--- src/rtl/spi_flash_pkg.sv ---
// Shared opcodes and FSM state encoding for the SPI flash responder.
package spi_flash_pkg;

  localparam logic [7:0] CMD_READ = 8'h03;
  localparam logic [7:0] CMD_RDID = 8'h9F;
  localparam logic [7:0] CMD_RDSR = 8'h05;

  typedef enum logic [2:0] {
    IDLE,
    CMD,
    ADDR,
    DATA,
    ID,
    STAT,
    IGNORE
  } state_t;

  // State entered once the full opcode has been shifted in.
  function automatic state_t decode_cmd(input logic [7:0] cmd);
    case (cmd)
      CMD_READ: return ADDR;
      CMD_RDID: return ID;
      CMD_RDSR: return STAT;
      default:  return IGNORE;
    endcase
  endfunction

endpackage

--- src/rtl/spi_flash_responder_sync.sv ---
// Multi-stage input synchronizer with rise/fall pulses derived from the
// synchronized level.
module spi_pin_sync #(
  parameter int unsigned STAGES    = 2,
  parameter logic        RESET_VAL = 1'b0
) (
  input  logic clk,
  input  logic reset,
  input  logic pin,
  output logic level,
  output logic rise,
  output logic fall
);

  logic [STAGES-1:0] chain;
  logic [STAGES:0]   shifted;
  logic              prev;

  assign shifted = {chain, pin};

  // Shift the raw pin through the chain; keep last level for edge detect.
  always_ff @(posedge clk or posedge reset) begin
    if (reset) begin
      chain <= {STAGES{RESET_VAL}};
      prev  <= RESET_VAL;
    end else begin
      chain <= shifted[STAGES-1:0];
      prev  <= chain[STAGES-1];
    end
  end

  // Level and single-cycle edge pulses.
  always_comb begin
    level = chain[STAGES-1];
    rise  = chain[STAGES-1] & ~prev;
    fall  = ~chain[STAGES-1] & prev;
  end

endmodule

--- src/rtl/spi_flash_responder.sv ---
// SPI mode-0 flash responder: READ (0x03), JEDEC ID (0x9F) and status
// (0x05), with a one-byte prefetch buffer in front of the backing store.
module spi_flash_responder
  import spi_flash_pkg::*;
#(
  parameter logic [23:0] JEDEC_ID    = 24'hEF4016,
  parameter int unsigned SYNC_STAGES = 2
) (
  input  logic        clk_48mhz,
  input  logic        reset,
  input  logic        spi_sck,
  input  logic        spi_cs,
  input  logic        spi_mosi,
  output logic        spi_miso,
  output logic        spi_miso_oe,
  output logic [23:0] mem_addr,
  output logic        mem_rd,
  input  logic [7:0]  mem_data,
  input  logic        mem_ack,
  output logic        busy,
  output logic        underrun
);

  state_t      state, state_next;
  logic        sck_level, sck_rise, sck_fall;
  logic        cs_level, cs_rise, cs_fall;
  logic        mosi_level, mosi_rise, mosi_fall;
  logic        unused_edges;

  logic [22:0] rx_sr;
  logic [4:0]  bit_cnt;
  logic [2:0]  bit_idx;
  logic [1:0]  byte_cnt;
  logic [6:0]  tx_sr;
  logic        miso_q;

  logic        rd_q, rd_out, rd_stale, rd_pend, buf_valid, underrun_q;
  logic [23:0] addr_q, pend_addr, byte_addr;
  logic [7:0]  buf_data;

  logic [7:0]  cmd_byte, tx_byte, load_data;
  logic [23:0] rx_addr, want_addr, issue_addr;
  logic        rx_last, addr_done, data_load, ack_ok, starve;
  logic        want_rd, can_issue, issue;

  spi_pin_sync #(.STAGES(SYNC_STAGES), .RESET_VAL(1'b0)) u_sck (
    .clk(clk_48mhz), .reset(reset), .pin(spi_sck),
    .level(sck_level), .rise(sck_rise), .fall(sck_fall)
  );
  spi_pin_sync #(.STAGES(SYNC_STAGES), .RESET_VAL(1'b1)) u_cs (
    .clk(clk_48mhz), .reset(reset), .pin(spi_cs),
    .level(cs_level), .rise(cs_rise), .fall(cs_fall)
  );
  spi_pin_sync #(.STAGES(SYNC_STAGES), .RESET_VAL(1'b0)) u_mosi (
    .clk(clk_48mhz), .reset(reset), .pin(spi_mosi),
    .level(mosi_level), .rise(mosi_rise), .fall(mosi_fall)
  );

  assign unused_edges = &{1'b0, sck_level, cs_rise, mosi_rise, mosi_fall};

  // State register.
  always_ff @(posedge clk_48mhz or posedge reset) begin
    if (reset) state <= IDLE;
    else       state <= state_next;
  end

  // Next-state: deasserted cs wins over everything outside IDLE.
  always_comb begin
    state_next = state;
    if (state == IDLE) begin
      if (cs_fall) state_next = CMD;
    end else if (cs_level) begin
      state_next = IDLE;
    end else begin
      case (state)
        CMD:     if (sck_rise && rx_last) state_next = decode_cmd(cmd_byte);
        ADDR:    if (addr_done) state_next = DATA;
        default: state_next = state;
      endcase
    end
  end

  // Outputs.
  always_comb begin
    spi_miso_oe = (state == DATA) || (state == ID) || (state == STAT);
    spi_miso    = miso_q;
    busy        = ~cs_level;
    mem_rd      = rd_q;
    mem_addr    = addr_q;
    underrun    = underrun_q;
  end

  // Datapath decode: byte selection and read-request arbitration.
  always_comb begin
    cmd_byte  = {rx_sr[6:0], mosi_level};
    rx_addr   = {rx_sr, mosi_level};
    rx_last   = (state == CMD) ? (bit_cnt == 5'd7) : (bit_cnt == 5'd23);
    addr_done = (state == ADDR) && sck_rise && (bit_cnt == 5'd23);
    data_load = (state == DATA) && sck_fall && (bit_idx == 3'd0);
    ack_ok    = mem_ack && rd_out && !rd_stale;
    starve    = !buf_valid && !ack_ok;
    // A same-cycle ack is forwarded straight to the shifter.
    load_data = buf_valid ? buf_data : (ack_ok ? mem_data : 8'hFF);

    tx_byte = 8'hFF;
    case (state)
      DATA: tx_byte = load_data;
      ID: begin
        case (byte_cnt)
          2'd0:    tx_byte = JEDEC_ID[23:16];
          2'd1:    tx_byte = JEDEC_ID[15:8];
          2'd2:    tx_byte = JEDEC_ID[7:0];
          default: tx_byte = 8'hFF;
        endcase
      end
      STAT:    tx_byte = 8'h00;
      default: tx_byte = 8'hFF;
    endcase

    want_rd   = addr_done || data_load;
    want_addr = addr_done ? rx_addr : byte_addr + 24'd1;
    // Only one read in flight: a new one may go out in the ack cycle.
    can_issue  = !rd_out || mem_ack;
    issue      = can_issue && (want_rd || (rd_pend && state != IDLE));
    issue_addr = want_rd ? want_addr : pend_addr;
  end

  // Shift registers: MOSI capture on sck rise, MISO launch on sck fall.
  always_ff @(posedge clk_48mhz or posedge reset) begin
    if (reset) begin
      rx_sr    <= '0;
      bit_cnt  <= '0;
      bit_idx  <= '0;
      byte_cnt <= '0;
      tx_sr    <= '1;
      miso_q   <= 1'b1;
    end else begin
      if (state == CMD || state == ADDR) begin
        if (sck_rise) begin
          rx_sr   <= rx_addr[22:0];
          bit_cnt <= rx_last ? 5'd0 : bit_cnt + 5'd1;
        end
      end else begin
        bit_cnt <= '0;
      end

      if (spi_miso_oe) begin
        if (sck_fall) begin
          if (bit_idx == 3'd0) begin
            miso_q <= tx_byte[7];
            tx_sr  <= tx_byte[6:0];
            if (byte_cnt != 2'd3) byte_cnt <= byte_cnt + 2'd1;
          end else begin
            miso_q <= tx_sr[6];
            tx_sr  <= {tx_sr[5:0], 1'b1};
          end
          bit_idx <= bit_idx + 3'd1;
        end
      end else begin
        miso_q   <= 1'b1;
        bit_idx  <= '0;
        byte_cnt <= '0;
      end
    end
  end

  // Backing-store reads, prefetch buffer and underrun tracking.
  always_ff @(posedge clk_48mhz or posedge reset) begin
    if (reset) begin
      rd_q       <= 1'b0;
      rd_out     <= 1'b0;
      rd_stale   <= 1'b0;
      rd_pend    <= 1'b0;
      buf_valid  <= 1'b0;
      underrun_q <= 1'b0;
      addr_q     <= '0;
      pend_addr  <= '0;
      byte_addr  <= '0;
      buf_data   <= '0;
    end else begin
      rd_q <= 1'b0;
      if (mem_ack) rd_out <= 1'b0;

      if (ack_ok && !data_load) begin
        buf_valid <= 1'b1;
        buf_data  <= mem_data;
      end

      // A late read belongs to a byte already sent as 0xFF: drop its data.
      if (data_load) begin
        buf_valid <= 1'b0;
        if (starve) begin
          underrun_q <= 1'b1;
          if (rd_out && !mem_ack) rd_stale <= 1'b1;
        end
      end

      if (state == IDLE) begin
        buf_valid <= 1'b0;
        rd_pend   <= 1'b0;
        if (rd_out && !mem_ack) rd_stale <= 1'b1;
      end

      if (issue) begin
        rd_q     <= 1'b1;
        addr_q   <= issue_addr;
        rd_out   <= 1'b1;
        rd_stale <= 1'b0;
        rd_pend  <= 1'b0;
      end else if (want_rd) begin
        rd_pend   <= 1'b1;
        pend_addr <= want_addr;
      end

      if (addr_done)      byte_addr <= rx_addr;
      else if (data_load) byte_addr <= byte_addr + 24'd1;
    end
  end

endmodule

--- config.mk ---
export PLATFORM = sky130hd
export DESIGN_NAME = spi_flash_responder
export DESIGN_NICKNAME = d
export VERILOG_FILES = /design/src/rtl/spi_flash_pkg.sv /design/src/rtl/spi_flash_responder_sync.sv /design/src/rtl/spi_flash_responder.sv
export SDC_FILE = /design/constraint.sdc
export NUM_CORES = 1
export LEC_CHECK = 0
export ABC_AREA = 1
export BUFFER_PORTS_ARGS = -buffer_cell sky130_fd_sc_hd__clkbuf_2
export CAP_MARGIN = 20
export CORE_ASPECT_RATIO = 2
export CORE_MARGIN = 4
export CORE_UTILIZATION = 35
export CTS_CLUSTER_DIAMETER = 30
export DETAILED_ROUTE_END_ITERATION = 10
export HOLD_SLACK_MARGIN = 0.12
export SYNTH_ARGS = -nofsm -noshare
export SYNTH_HDL_FRONTEND = slang
export SYNTH_SLANG_ARGS = --single-unit
--- constraint.sdc ---
create_clock -name clk_48mhz -period 9.6 [get_ports clk_48mhz]
set_input_delay 0.48 -clock clk_48mhz [delete_from_list [all_inputs] [get_ports clk_48mhz]]
set_output_delay 0.48 -clock clk_48mhz [all_outputs]
set_load 0.05 [all_outputs]
## Yosys cells after proc, flatten, opt, wreduce, memory -nomap -nowiden

Index checks and enable logic that the tools add are counted.

| storage, ports and cells | value |
|---|---|
| bits of input ports | 14 |
| logic and storage cells | 134 |
| output and inout port bits | 29 |
| register bits after elaboration | 138 |

| cells by class | value |
|---|---|
| eq/ne operators | 20 |
| multiplexer cells | 44 |
| bitwise logic cells | 6 |
| $add $sub $neg | 4 |
| reductions and logical operators | 38 |

Operator list:

| operator | number |
|---|---|
| two-way mux 24 bit | 4 |
| one-hot mux 8 bit (3 select lines) | 2 |
| adder 24 x 1 -> 24 bit, second input constant | 1 |
| two-way mux 3 bit | 7 |
| two-way mux 1 bit | 19 |
| two-way mux 8 bit | 2 |
| two-way mux 5 bit | 3 |
| logical AND 1 bit | 12 |
| one-hot mux 3 bit (3 select lines) | 1 |
| nonzero test 3 bit | 3 |
| == test 8 x 2 -> 1 bit, second input constant | 1 |
| == test 8 x 3 -> 1 bit, second input constant | 1 |
| == test 8 bit, second input constant | 1 |
| two-way mux 2 bit | 4 |
| inequality test 4 x 3 -> 1 bit, second input constant | 2 |
| two-way mux 7 bit | 1 |
| == test 3 x 2 -> 1 bit, second input constant | 2 |
| == test 3 bit, second input constant | 2 |
| zero test 1 bit | 6 |
| zero test 3 bit | 2 |
| logical OR 1 bit | 6 |
| inequality test 2 x 1 -> 1 bit, second input constant | 3 |
| inequality test 2 bit, second input constant | 3 |
| one-hot mux 3 bit (2 select lines) | 1 |
| other kinds (16) | 23 |

## Longest topological paths before layout

| logic depth | value |
|---|---|
| depth in word-level cells | 9 |
| mapped depth | 14 |
| mapped depth without buffers | 12 |

## By module

Synthesis repeated with hierarchy kept, for this count alone.

| unflattened totals | value |
|---|---|
| cell total of the unflattened synthesis | 894 |
| area, all modules | 6,844.1 um^2 |

Modules (own cells, without submodules):

| module | times used | area each (um^2) | cells each | seq. area each (um^2) |
|---|---|---|---|---|
| spi_flash_responder | 1 | 6,558.8 | 870 | 3,263.1 |
| spi_pin_sync at u_mosi ... | 2 | 93.8 | 8 | 75.1 |
| spi_pin_sync at u_cs | 1 | 97.6 | 8 | 78.8 |

## Least setup slack after synthesis

Ideal clock, no wire load.

| timing | value |
|---|---|
| path type | register -> register |
| from | register bit_idx[0] |
| to | register pend_addr[10] |
| setup time | 117 ps |
| period minus slack after synthesis | 1,802 ps |
| path slack | 7,798 ps |
| path buffers | 2 |
| arrival | 1,685 ps |
| required time | 9,483 ps |
| cell stages (with the launch flop) | 15 |
| path through | dfrtp_1 inv_1 ha_1 nand2_1 nor2_1 nand2_4 inv_2 nor2_8 nand2_2 nand2_4 inv_2 buf_6 buf_6 nand2_1 nand2_1 |

| on the way | value |
|---|---|
| cells in the longest elaborated chain, start to end | 5 |
| elaborated cells on any way between the ends | 6 |
| those cells by class | mux: 1; reduce/logical: 5 |

RTL lines:

| element | RTL line | source |
|---|---|---|
| from (decl) | spi_flash_responder.sv:32 | `logic [2:0] bit_idx;` |
| from (signal assigned) | spi_flash_responder.sv:157 | `bit_idx <= bit_idx + 3'd1;` |
| zero test 3 bit (*) | spi_flash_responder.sv:99 | `data_load = (state == DATA) && sck_fall && (bit_idx == 3'd0);` |
| logical AND 1 bit (*) | spi_flash_responder.sv:99 |  |
| logical OR 1 bit (*) | spi_flash_responder.sv:120 | `want_rd = addr_done \|\| data_load;` |
| logical OR 1 bit | spi_flash_responder.sv:124 | `issue = can_issue && (want_rd \|\| (rd_pend && state != IDLE));` |
| logical AND 1 bit | spi_flash_responder.sv:124 |  |
| to (signal assigned) | spi_flash_responder.sv:212 | `pend_addr <= want_addr;` |
| to (decl) | spi_flash_responder.sv:38 | `logic [23:0] addr_q, pend_addr, byte_addr;` |

Every way passes the cells marked *; elsewhere a longest branch is shown, timed or not.
A chain may end at the register's enable or synchronous reset.

## Final worst setup path

| timing | value |
|---|---|
| from | register bit_idx[0] |
| to | register pend_addr[4] |

The elaborated chain is that of the path after synthesis.

==> flow_summary.ini <==
[status]
status = finished, final reports clean

[timing]
setup_viol = 0
min_period_over_period = 0.3257
max-slew-margin-rel = 0.4072
slew_violations = 0
worstMarginPinSlew_ns = 0.8892
fin_crit_ns = 3.126
rsz0062_at_grt = no
finalHoldViolCount = 0
finalSetupTns_ns = 0
finClkSkew_ns = 0.01001
max_freq_mhz = 319.9

[grt]
grt_pass1_wl_microns = 27730
grt-busiest-layer = met2
grt_max_degree = 71
met1_usage = 0.1759
grt_use_total = 0.1620
grt_pass1_vias = 5577
grt-ovfl-total = 0
grt_antenna_before_repair = 0
grt.met3_usage = 0.02814
use_met2 = 0.2966

[worst_setup_path]
crit_chain = inv_1 > ha_1 > nand2_1 > nor2_1 > nand2_4 > inv_2 > nor2_8 > nand2_2 > nand2_4 > inv_2 > nand2_1 > o21ai_0
worstSetupStartpointType = flop
required_ns = 9.86
cp-end-kind = flop
critical_path.max_stage_delay_ns = 0.46
cp.arrival_ns = 3.39
cp_slowest_cell = inv_2
cp_max_fo = 51
r2r_slack_ns = 6.47
crit_type = reg2reg

[final_layout]
final_layout_size_suffix_gt1_frac = 0.1198
areaGrowthSynthToFinish_pct = 14.87
final_area_sq_um = 7715
nets = 920
final_cell_mix = nand2_1, dfrtp_1, o21ai_0, inv_1, nand3_1
antenna_cells = 0
final_common_cell = nand2_1

[clock_tree]
cts-hold-fix-buffers = 0
cts_made_buffers = 17
clk_path_buf_depth = 2
clock_sinks = 138
clk_pin_slew_ns = 0.06
cts_tree = yes
clk_latency_ns = 0.42
cts_setup_buffers = 0
htree_levels = 4
cts_root_buf = clkbuf_16
post_cts_resized = 0

[placed_design]
dp_hpwl_microns = 11810
placed_area_sq_um = 7149
io_buffers = 42
gp_congestion = 0.9012

[drt]
first_iter_violations = 240
routed-via-count = 5489
via_per_inst = 4.712
remaining_drc_errors = 0
wl_per_cell_microns = 14.05
firstDrtPassIters = 4
drt_wl_total_microns = 16370
detail-route-antenna-nets = 0

[floorplan]
initial_core_util = 0.3566
rows = 71
ios = 43
die_width_microns = 106.0
coreArea_sq_um = 18830
die-area_sq_um = 21600
die_h_microns = 203.9

[run]
maxCapViolCount = 0

[synthesis]
yosysSeqAreaShare = 0.5162
syn_area_per_cell_sq_um = 7.837
ys_ff_latch = 138
yosysWarnings = 0
synth_nets = 880
syn_inst = 857
ys_types = 35
synth_area_sq_um = 6716

[hold_path]
hold_path_class = in2async

[power]
power_per_cell_area_nw_per_um2 = 219.5
irDropWorstVdd_uv = 83.34
power_leakage_nw = 3.968
## flip-flops by register name, indices dropped and copies added, names as in the netlist, 2 cells and up
name	flops
u_cs.chain	2
tx_sr	7
state	3
u_sck.chain	2
bit_idx	3
u_mosi.chain	2
buf_data	8
mem_addr	24
byte_cnt	2
byte_addr	24
rx_sr	23
pend_addr	24
bit_cnt	5
## worst max-delay path, delay by kind of cell, from the launching register on
family	cells	cell delay (ns)
buffers and inverters	3	0.68
adders and majority gates	1	0.18
DFF	1	0.38
and+or+nand+nor	7	1.55
AOI/OAI and AO/OA	1	0.09
## final cells by class
type / instances / area [sq um]
fillers: 2007 / 11120
flip-flops and latches: 138 / 3467
multi-input cells: 600 / 2765
clock buffers: 23 / 467.9
inverters: 94 / 357.8
well taps: 255 / 319.1
repair buffers: 46 / 240.2
clock inverters: 9 / 97.59
## logic make-up after synthesis
logic type | synth area share
fa+ha+maj | 0.01677
mux | 0.01174
simple gates | 0.2748
compound gates | 0.09799
flops | 0.5162
buf+inv | 0.07209
xor+xnor | 0.01043
## power breakdown
group          internal [mW]  leakage (nW)  switching [mW]
Clock                  0.393         0.280           0.244
Combinational         0.0942          1.84           0.227
Sequential             0.673          1.85          0.0608
Total                   1.16          3.97           0.533
## cells in the mapped netlist
cell type | count | area, sq um
nor3_1 | 6 | 30.03
inv_1 | 87 | 326.6
o21ai_0 | 90 | 450.4
or2_2 | 1 | 6.260
nand3_2 | 1 | 10.01
nand2_1 | 332 | 1246
mux2_2 | 7 | 78.83
a21oi_1 | 20 | 100.1
nand3_1 | 52 | 260.3
buf_6 | 2 | 22.52
buf_2 | 15 | 75.07
nor3_2 | 1 | 10.01
dfstp_2 | 11 | 289.0
nand2_2 | 1 | 6.260
xnor2_1 | 2 | 17.52
o22ai_1 | 4 | 25.02
nor2_1 | 44 | 165.2
clkbuf_1 | 7 | 26.28
nor2_4 | 1 | 11.26
dfrtp_1 | 127 | 3178
a31oi_1 | 1 | 6.260
inv_2 | 7 | 26.28
nor4_1 | 2 | 12.51
nand3b_1 | 1 | 7.510
a21o_1 | 1 | 7.510
a22o_1 | 1 | 8.760
xor2_1 | 6 | 52.55
buf_4 | 1 | 7.510
o21bai_1 | 1 | 7.510
ha_1 | 9 | 112.6
nor2_2 | 1 | 6.260
nor2_8 | 1 | 20.02
nand2_4 | 2 | 22.52
o211ai_1 | 7 | 52.55
nand4_1 | 5 | 31.28
## metrics by stage
stage	cells	hold slack [ns]	setup slack (ns)	power (mW)	util
after floorplan	857	0.3312	5.442	0.9741	-
after global placement	1133	0.3408	6.470	1.066	0.3796
after detailed placement	1133	0.3389	6.422	1.071	0.3796
after CTS	1165	0.1278	6.409	1.718	0.4096
after global routing	1165	0.1321	6.142	1.791	0.4096
final	1165	0.1497	6.474	1.693	0.4096
## metal layers
layer  vias up  part of all wire
li1       2794                 -
met1      2573              0.40
met2        83              0.54
met3        39             0.022
met4         0             0.038
met5         -                 0
## final timing paths
path | from | end | cells after the start
setup / recovery | bit_idx[0]$_DFFE_PP0P_ | pend_addr[4]$_DFFE_PP0N_ | 12
hold / removal | reset | u_mosi.chain[0]$_DFF_PP0_ | 2
setup reg to reg | bit_idx[0]$_DFFE_PP0P_ | pend_addr[4]$_DFFE_PP0N_ | 12
hold reg to reg | u_mosi.chain[0]$_DFF_PP0_ | u_mosi.chain[1]$_DFF_PP0_ | 0
max in group asynchronous | reset | byte_addr[16]$_DFFE_PP0N_ | 3
min in group clk_48mhz | spi_cs | u_cs.chain[0]$_DFF_PP1_ | 1
Power figures use the tool's default switching activity.
